==> src/rtl/pulse_gen_arbiter.sv <==
// pulse_gen_arbiter: round-robin scheduler sharing one one-shot pulse generator
// among p_NUM_REQ requesters. Launches a pulse, tracks it to completion, then
// enforces an idle gap. Define PULSE_ARB_WATCHDOG_EN to enable the watchdog
// abort (p_WDOG_CYCLES) and the sticky o_err flag; otherwise o_err is tied 0.
module pulse_gen_arbiter #(
    parameter int unsigned p_NUM_REQ     = 4,
    parameter int unsigned p_GAP_CYCLES  = 2,
    parameter int unsigned p_WDOG_CYCLES = 64
) (
    input  logic                 i_clk,
    input  logic                 i_rst,
    input  logic [p_NUM_REQ-1:0] i_req,
    input  logic [p_NUM_REQ-1:0] i_cancel,
    input  logic                 i_pulse,
    output logic                 o_go,
    output logic                 o_stop,
    output logic [p_NUM_REQ-1:0] o_grant,
    output logic [p_NUM_REQ-1:0] o_done,
    output logic [p_NUM_REQ-1:0] o_abrt,
    output logic                 o_busy,
    output logic                 o_err
);

    localparam int unsigned IDX_W = $clog2(p_NUM_REQ);
    localparam int unsigned GAP_W = 8;

    typedef enum logic [2:0] {
        ST_IDLE,
        ST_LAUNCH,
        ST_WAIT_HI,
        ST_ACTIVE,
        ST_GAP
    } state_e;

    // Elaboration-time guard on the supported parameter ranges
    if (p_NUM_REQ < 2 || p_NUM_REQ > 16 || p_GAP_CYCLES > 255 || p_WDOG_CYCLES < 1) begin : g_bad_param
        $error("pulse_gen_arbiter: parameter out of supported range");
    end

    state_e               state_q, state_d;
    logic [IDX_W-1:0]     ptr_q, ptr_d;
    logic [IDX_W-1:0]     gnt_idx_q, gnt_idx_d;
    logic [GAP_W-1:0]     gap_q, gap_d;
    logic [p_NUM_REQ-1:0] grant_q, grant_d;
    logic [p_NUM_REQ-1:0] done_q, done_d;
    logic [p_NUM_REQ-1:0] abrt_q, abrt_d;
    logic                 go_q, go_d;
    logic                 stop_q, stop_d;
    logic                 busy_q, busy_d;

    logic                 sel_vld;
    logic [IDX_W-1:0]     sel_idx;
    logic [IDX_W-1:0]     cand;
    logic [IDX_W-1:0]     ptr_nxt;
    logic                 cancel_hit;
    logic                 finish;

`ifdef PULSE_ARB_WATCHDOG_EN
    localparam int unsigned WDOG_W = $clog2(p_WDOG_CYCLES + 1);
    logic [WDOG_W-1:0]    wdog_q, wdog_d;
    logic                 err_q, err_d;
`endif

    // Round-robin pick: first requesting index at or above the pointer, with wrap
    always_comb begin
        sel_vld = 1'b0;
        sel_idx = '0;
        cand    = '0;
        for (int unsigned i = 0; i < p_NUM_REQ; i++) begin
            cand = IDX_W'((32'(ptr_q) + i) % p_NUM_REQ);
            if (!sel_vld && i_req[cand]) begin
                sel_vld = 1'b1;
                sel_idx = cand;
            end
        end
    end

    assign ptr_nxt    = (gnt_idx_q == IDX_W'(p_NUM_REQ - 1)) ? '0 : gnt_idx_q + IDX_W'(1);
    assign cancel_hit = |(i_cancel & grant_q);

    // Next-state and registered-output decode
    always_comb begin
        state_d   = state_q;
        ptr_d     = ptr_q;
        gnt_idx_d = gnt_idx_q;
        gap_d     = gap_q;
        grant_d   = grant_q;
        go_d      = 1'b0;
        stop_d    = 1'b0;
        done_d    = '0;
        abrt_d    = '0;
        finish    = 1'b0;
`ifdef PULSE_ARB_WATCHDOG_EN
        wdog_d    = wdog_q;
        err_d     = err_q;
`endif

        case (state_q)
            ST_IDLE: begin
                if (sel_vld) begin
                    state_d          = ST_LAUNCH;
                    grant_d          = '0;
                    grant_d[sel_idx] = 1'b1;
                    gnt_idx_d        = sel_idx;
                    go_d             = 1'b1;
`ifdef PULSE_ARB_WATCHDOG_EN
                    wdog_d           = '0;
`endif
                end
            end
            ST_LAUNCH: begin
                state_d = i_pulse ? ST_ACTIVE : ST_WAIT_HI;
            end
            ST_WAIT_HI: begin
                if (cancel_hit) begin
                    stop_d = 1'b1;
                    abrt_d = grant_q;
                    finish = 1'b1;
                end else if (i_pulse) begin
                    state_d = ST_ACTIVE;
                end
            end
            ST_ACTIVE: begin
                if (cancel_hit) begin
                    stop_d = 1'b1;
                    abrt_d = grant_q;
                    finish = 1'b1;
                end else if (!i_pulse) begin
                    done_d = grant_q;
                    finish = 1'b1;
                end
            end
            ST_GAP: begin
                if (gap_q == GAP_W'(p_GAP_CYCLES - 1)) begin
                    state_d = ST_IDLE;
                end else begin
                    gap_d = gap_q + GAP_W'(1);
                end
            end
            default: state_d = ST_IDLE;
        endcase

`ifdef PULSE_ARB_WATCHDOG_EN
        // Watchdog runs while a pulse is outstanding; a cancel or normal end takes priority
        if (state_q == ST_LAUNCH || state_q == ST_WAIT_HI || state_q == ST_ACTIVE) begin
            wdog_d = wdog_q + WDOG_W'(1);
            if (!finish && wdog_q == WDOG_W'(p_WDOG_CYCLES - 1)) begin
                stop_d = 1'b1;
                abrt_d = grant_q;
                err_d  = 1'b1;
                finish = 1'b1;
            end
        end
`endif

        if (finish) begin
            grant_d = '0;
            ptr_d   = ptr_nxt;
            gap_d   = '0;
            state_d = (p_GAP_CYCLES == 0) ? ST_IDLE : ST_GAP;
        end

        busy_d = (state_d != ST_IDLE);
    end

    // State and output registers, cleared asynchronously
    always_ff @(posedge i_clk or posedge i_rst) begin
        if (i_rst) begin
            state_q   <= ST_IDLE;
            ptr_q     <= '0;
            gnt_idx_q <= '0;
            gap_q     <= '0;
            grant_q   <= '0;
            done_q    <= '0;
            abrt_q    <= '0;
            go_q      <= 1'b0;
            stop_q    <= 1'b0;
            busy_q    <= 1'b0;
        end else begin
            state_q   <= state_d;
            ptr_q     <= ptr_d;
            gnt_idx_q <= gnt_idx_d;
            gap_q     <= gap_d;
            grant_q   <= grant_d;
            done_q    <= done_d;
            abrt_q    <= abrt_d;
            go_q      <= go_d;
            stop_q    <= stop_d;
            busy_q    <= busy_d;
        end
    end

`ifdef PULSE_ARB_WATCHDOG_EN
    // Watchdog counter and sticky error flag
    always_ff @(posedge i_clk or posedge i_rst) begin
        if (i_rst) begin
            wdog_q <= '0;
            err_q  <= 1'b0;
        end else begin
            wdog_q <= wdog_d;
            err_q  <= err_d;
        end
    end

    assign o_err = err_q;
`else
    assign o_err = 1'b0;
`endif

    assign o_go    = go_q;
    assign o_stop  = stop_q;
    assign o_grant = grant_q;
    assign o_done  = done_q;
    assign o_abrt  = abrt_q;
    assign o_busy  = busy_q;

endmodule

==> config.mk <==
export PLATFORM = sky130hd
export DESIGN_NAME = pulse_gen_arbiter
export DESIGN_NICKNAME = d
export VERILOG_FILES = /design/src/rtl/pulse_gen_arbiter.sv
export SDC_FILE = /design/constraint.sdc
export NUM_CORES = 1
export LEC_CHECK = 0
export BUFFER_PORTS_ARGS = -buffer_cell sky130_fd_sc_hd__buf_4
export CAP_MARGIN = 20
export CORE_MARGIN = 8
export CORE_UTILIZATION = 40
export CTS_BUF_LIST = sky130_fd_sc_hd__clkbuf_16
export DETAILED_ROUTE_END_ITERATION = 10
export PLACE_DENSITY = 0.67
export SLEW_MARGIN = 10
export SYNTH_ARGS = -nofsm -noshare
export SYNTH_HDL_FRONTEND = slang
export SYNTH_SLANG_ARGS = --single-unit
==> constraint.sdc <==
create_clock -name i_clk -period 1.7 [get_ports i_clk]
set_input_delay 0.085 -clock i_clk [delete_from_list [all_inputs] [get_ports i_clk]]
set_output_delay 0.085 -clock i_clk [all_outputs]
set_load 0.05 [all_outputs]
==> flow_metrics.py, run 1 <==
metrics = {
    "flow_run": {
        "max_cap_violations": 0,
    },
    "cts": {
        "cts_tree": "built",
        "cts_buffers": 5,
        "clk_latency_ps": 270,
        "htree_levels": 2,
        "cts_num_sinks": 30,
        "clockRootBuffer": "clkbuf_16",
        "max-clock-path-buffers": 2,
        "clkSlewWorstSetupHoldPaths_ps": 50,
        "post_cts_resized": 0,
    },
    "critical_path": {
        "path_class": "reg -> reg",
        "endpoint_kind": "flip-flop",
        "crit_fanout": 3,
        "start_kind": "flip-flop",
        "cp.required_ps": 1840,
        "cp.arrival_ps": 1820,
    },
    "sta": {
        "worstMarginPinSlew_ps": 537,
        "fin_setup_tns_ps": 0,
        "fin_skew_ps": 5.15,
        "maxSlewViolCount": 0,
        "finalHoldViolations": 0,
        "max-slew-margin-rel_pct": 64.2,
        "fin_crit_ps": 1680,
        "rsz0062_at_grt": "true",
        "finalSetupViolations": 0,
        "fin_crit_sh_pct": 98.9,
        "fmax_mhz": 595,
    },
    "power": {
        "power_mw": 3.26,
        "power.leakage_nw": 0.900,
        "power.density_mw_per_mm2": 1800,
        "vdd_drop_max_mv": 0.854,
    },
    "yosys": {
        "synth_edf_count": 0,
        "synth_most_common_cell": "dfrtp_1",
        "ys_seq_area_share_pct": 54.4,
        "synth_area_leaders": "dfrtp_1, and2_1, nor2_1",
        "netlist_area_mm2": 0.00138,
        "synthDistinctLibCells": 38,
        "synth_seq_cells": 30,
        "synth_top_area_cell": "dfrtp_1",
        "yosys-top-cells-count": "dfrtp_1, nor2_1, and2_1, nand2_1, a21oi_1",
        "synth.avg_cell_area_um2": 11.0,
        "synthArstFlopShare_pct": 100,
        "synth_top_area_share_pct": 54.4,
        "synthCells": 126,
        "syn_nets": 140,
        "ys_warn_count": 0,
        "ys.flop_type": "dfrtp_1",
    },
    "route": {
        "first_pass_iters": 4,
        "wire_per_inst_um": 13.1,
        "drc_errors": 0,
        "vias_per_cell": 4.93,
        "ant_nets": 0,
        "vias": 1041,
        "drt-total-wl_um": 2770,
        "drt_iter0_markers": 42,
    },
    "placed_design": {
        "dpl_cell_area_mm2": 0.00166,
        "gp_congestion": 0.763,
        "io_buffer_count": 25,
        "dpl.hpwl_um": 2060,
    },
    "floorplan": {
        "dieArea_mm2": 0.00559,
        "rows": 21,
        "start_util_pct": 41.4,
        "core_mm2": 0.00334,
        "die_h_um": 74.7,
        "die_x_um": 74.7,
        "io_pins": 27,
    },
    "cells_and_area": {
        "diodes": 0,
        "num-nets-final": 178,
        "final_area_mm2": 0.00181,
        "utilization_pct": 54.3,
        "fillCellCount": 317,
        "drive_above_1_share_pct": 29.1,
        "area_delta_synth_final_pct": 31.2,
    },
    "grt": {
        "grt_pass1_wl_um": 4660,
        "grt_use_total_pct": 11.3,
        "grt_max_degree": 31,
        "antenna_found_initial": 0,
        "overflow": 0,
        "first_global_vias": 1022,
    },
    "outcome": {
        "outcome": "complete, no violations",
    },
    "hold_path": {
        "hold_path.class": "in -> reg",
    },
}
cell families after synthesis:
family                   synth area share, %
AO/OA/AOI/OAI                           13.5
XOR/XNOR                                3.17
adder cells (fa/ha/maj)                 2.72
buffers and inverters                   2.18
flip-flops                              54.4
multiplexers                            1.63
other                                  0.272
AND/OR/NAND/NOR                         22.1
cells in the final DEF (no fill, tap or decap), types with 2 or more instances in the layout:
cell and n:
nand2_1 9, mux2_2 2, o22ai_1 2, nand2b_1 4, nor2_1 12, a21o_1 3
and2_1 9, buf_4 31, a21oi_1 6, nand4_1 4, ha_1 3, nor3b_1 2
xor2_1 4, nor3_1 4, inv_1 8, dfrtp_1 29, o21ai_0 5, clkbuf_16 5
worst paths after layout:
check / startpoint / endpoint / slack [ps] / cells past startpoint
worst max-delay path: gap_q[1]$_DFFE_PP0P_ / gap_q[0]$_DFFE_PP0P_ / 20 / 7
worst min-delay path: i_pulse / state_q[0]$_DFF_PP0_ / 70 / 2
worst max register to register: gap_q[1]$_DFFE_PP0P_ / gap_q[0]$_DFFE_PP0P_ / 20 / 7
worst min register to register: gnt_idx_q[0]$_DFFE_PP0P_ / ptr_q[0]$_DFFE_PP0N_ / 500 / 1
max in group asynchronous: i_rst / o_grant[0]$_DFFE_PP0P_ / 960 / 4
min in group asynchronous: i_rst / o_abrt[2]$_DFF_PP0_ / 440 / 4
sequential cells by signal, indices dropped and copies added, names as in the netlist:
| register | flops |
|---|---|
| o_done | 4 |
| o_busy | 1 |
| o_grant | 4 |
| state_q | 3 |
| ptr_q | 2 |
| o_abrt | 4 |
| o_go | 1 |
| o_stop | 1 |
| gnt_idx_q | 2 |
| gap_q | 8 |
layer usage:
metal	wire length [um]	global-route usage, %	up-vias
met4	53	7.83	0
met5	0	0	-
met1	1230	13.4	503
met2	1340	16.7	17
met3	145	4.13	5
li1	-	-	516
critical path: stages (launching register included):
cell,delay [ps]
dfrtp_1,380
inv_1,60
ha_1,120
or4b_4,460
nor4_4,230
nor2_2,90
xnor2_1,160
nor2_1,50
cell type report:
type	count	area (um2)	area share (%)
inverters	6	22.5	1.24
well taps	46	57.6	3.18
multi-input cells	89	599	33.1
clock buffers	5	125	6.91
flip-flops and latches	30	752	41.5
clock inverters	3	11.3	0.622
repair buffers	32	243	13.4
where the power goes:
group	leakage (nW)	internal, mW	switching [mW]
logic	0.429	0.534	0.815
clock network	0.0776	0.523	0.281
registers	0.393	0.920	0.192
total	0.900	1.98	1.29
stage by stage:
| stage | setup WS [ps] | hold WS, ps | instances |
|---|---|---|---|
| floorplan | 26.2 | 176 | 126 |
| CTS | -4.83 | 62.0 | 210 |
| global route | -94.9 | 63.4 | 211 |
| global placement | 90.8 | 184 | 201 |
| detailed placement | 15.8 | 190 | 201 |
| finish | 18.8 | 66.7 | 211 |
what timing repair did:
| item | in CTS | in global routing |
|---|---|---|
| hold endpoints to repair | 30 | 0 |
| gates cloned | 0 | 0 |
| pin swaps | 0 | 1 |
| hold buffers | 1 | 0 |
| buffers inserted | 0 | 1 |
| endpoints found under the setup margin | 1 | 6 |
(Power assumes the default switching activity.)
==> run 2: changes to the inputs <==
Settings changed: ABC_AREA set to 1, CORE_UTILIZATION 40 to 50, PLACE_DENSITY 0.67 to 0.79.
==> run 2 against run 1 <==
  * Sequential power decreased by 5%
  * Synthesized area increased by 19%
  * Flip-flop and latch count unchanged
  * Critical endpoint is now o_busy$_DFF_PP0_
  * Clock power increased by 2.7%
==> flow_metrics.py, run 2 <==
metrics = {
    "placed_design": {
        "dpl_cell_area_mm2": 0.00191,
        "dpl.hpwl_um": 2620,
        "pre_cts_slack_ps": 52.0,
        "gp_congestion": 0.878,
        "io_buffer_count": 25,
        "dpl.cell_count": 285,
    },
    "route": {
        "drc_errors": 0,
        "drt-total-wl_um": 3400,
        "vias": 1423,
        "first_pass_iters": 4,
        "drt_iter0_markers": 94,
        "vias_per_cell": 4.84,
        "wire_per_inst_um": 11.6,
        "ant_nets": 0,
    },
    "cells_and_area": {
        "largest_reg_flops": 8,
        "final_area_mm2": 0.00206,
        "area_delta_synth_final_pct": 26.1,
        "diodes": 0,
        "drive_above_1_share_pct": 24.0,
        "num-nets-final": 263,
        "layout_commonest_cell": "nand2_1",
        "utilization_pct": 67.1,
        "final_cells": 294,
        "top_register": "gap_q",
        "final_cell_mix": "nand2_1, buf_4, dfrtp_1",
    },
    "yosys": {
        "synth_top_area_cell": "dfrtp_1",
        "ys.flop_type": "dfrtp_1",
        "synth_most_common_cell": "nand2_1",
        "synth_mux_area_share_pct": 0,
        "syn_nets": 226,
        "synth.avg_cell_area_um2": 7.72,
        "ys_warn_count": 0,
        "synthCells": 212,
        "synthDistinctLibCells": 29,
        "synth_top_area_share_pct": 45.9,
        "synth_top_family_by_area": "simple AND/OR/NAND/NOR gates",
        "synth_compound_area_share_pct": 7.11,
        "synth_seq_cells": 30,
        "synthSimpleGateAreaFrac_pct": 34.9,
        "ys_seq_area_share_pct": 45.9,
        "synth_area_leaders": "dfrtp_1, nand2_1, inv_1",
        "synth_fa_ha_area_share_pct": 2.29,
        "netlist_area_mm2": 0.00164,
        "synth_edf_count": 0,
        "yosys-top-cells-count": "nand2_1, dfrtp_1, inv_1, nor2_1, nand3_1",
        "synth-xor-area-share_pct": 1.07,
        "synthArstFlopShare_pct": 100,
    },
    "sta": {
        "fmax_mhz": 637,
        "whs_ps": 201,
        "fin_setup_tns_ps": 0,
        "rsz0062_at_grt": "true",
        "maxSlewViolCount": 0,
        "fin_crit_ps": 1570,
        "fin_crit_sh_pct": 92.3,
        "finalSetupViolations": 0,
        "setup_slack_ps": 131,
        "fin_skew_ps": 4.12,
        "finalHoldViolations": 0,
    },
    "critical_path": {
        "start_kind": "flip-flop",
        "path_cells": "inv_4, nand2_1, nand3_2, nand2_2, nor2_4, nand3_2, nand2_4, inv_2, nor2_4, nand4_2",
        "r2r_slack_ps": 130,
        "cp.required_ps": 1850,
        "crit_fanout": 10,
        "crit_path_top_delay_cell": "dfrtp_2",
        "worstSetupStartpoint": "ptr_q[0]$_DFFE_PP0N_",
        "cp.arrival_ps": 1720,
        "slowest_delay_ps": 480,
        "path_class": "reg -> reg",
        "endpoint_kind": "flip-flop",
        "reg2reg_from": "ptr_q[0]$_DFFE_PP0N_",
    },
    "grt": {
        "overflow": 0,
        "first_global_vias": 1310,
        "grt_pass1_wl_um": 5740,
        "grt_max_degree": 31,
        "grt_use_total_pct": 13.7,
        "antenna_found_initial": 0,
    },
    "hold_path": {
        "hold_path_startpoint": "i_pulse",
        "hold_path.class": "in -> reg",
    },
    "floorplan": {
        "rows": 20,
        "die_h_um": 73.2,
        "io_pins": 27,
        "start_util_pct": 53.2,
        "dieArea_mm2": 0.00536,
        "core_mm2": 0.00308,
        "die_x_um": 73.2,
    },
    "cts": {
        "cts_num_sinks": 30,
        "cts_tree": "built",
        "clk_latency_ps": 270,
        "cts_buffers": 5,
        "cts_setup_buffers": 0,
        "htree_levels": 2,
        "clockRootBuffer": "clkbuf_16",
        "clkSlewWorstSetupHoldPaths_ps": 50,
        "max-clock-path-buffers": 2,
    },
    "flow_run": {
        "max_cap_violations": 0,
    },
    "power": {
        "vdd_drop_max_mv": 0.745,
        "power.leakage_nw": 1.09,
        "power_mw": 3.84,
        "power.density_mw_per_mm2": 1860,
    },
    "outcome": {
        "outcome": "complete, no violations",
    },
}
## run 2: final cells by class
class / count / area (um2)
Fill cell: 263 / 1010
Sequential cell: 30 / 753
Multi-Input combinational cell: 148 / 746
Timing Repair Buffer: 33 / 250
Clock buffer: 5 / 125
Inverter: 31 / 119
Tap cell: 44 / 55.1
Clock inverter: 3 / 16.3
## run 2: worst paths after layout
kind,endpoint,depth (start not counted)
max in group asynchronous,ptr_q[0]$_DFFE_PP0N_,4
worst max-delay path,o_busy$_DFF_PP0_,10
min in group asynchronous,o_stop$_DFF_PP0_,4
worst min register to register,gnt_idx_q[1]$_DFFE_PP0P_,2
worst max register to register,o_busy$_DFF_PP0_,10
worst min-delay path,o_done[3]$_DFF_PP0_,4
## run 2: kinds of logic (layout without fill, tap and decap cells)
| group | count (synthesis) | in the layout |
|---|---|---|
| compound gates | 21 | 21 |
| xor+xnor | 2 | 2 |
| fa+ha+maj | 3 | 3 |
| buf+inv | 34 | 72 |
| flops | 30 | 30 |
| other cells | 1 | 1 |
| simple gates | 121 | 121 |
## run 2: worst max-delay path, delay by kind of cell (launching register included)
| kind | cells | cell delay (ps) |
|---|---|---|
| buf+inv | 2 | 170 |
| flops | 1 | 480 |
| simple gates | 8 | 790 |
## run 2: what timing repair did
action / 4_1_cts / 5_1_grt
setup endpoints to repair: 0 / 12
hold endpoints to repair: 30 / 0
resized for setup: 0 / 3
hold buffers: 1 / 0
## run 2: power breakdown
part | internal, mW | leakage, nW | switching [mW] | total [mW]
logic | 0.648 | 0.624 | 1.31 | 1.95
registers | 0.907 | 0.396 | 0.153 | 1.06
clock network | 0.532 | 0.0672 | 0.294 | 0.826
## run 2: per-layer routing
metal / GRT usage, % / wire length (um)
met3: 4.26 / 211
met4: 6.89 / 72
met2: 22.0 / 1640
met1: 15.9 / 1480
met5: 0 / 0
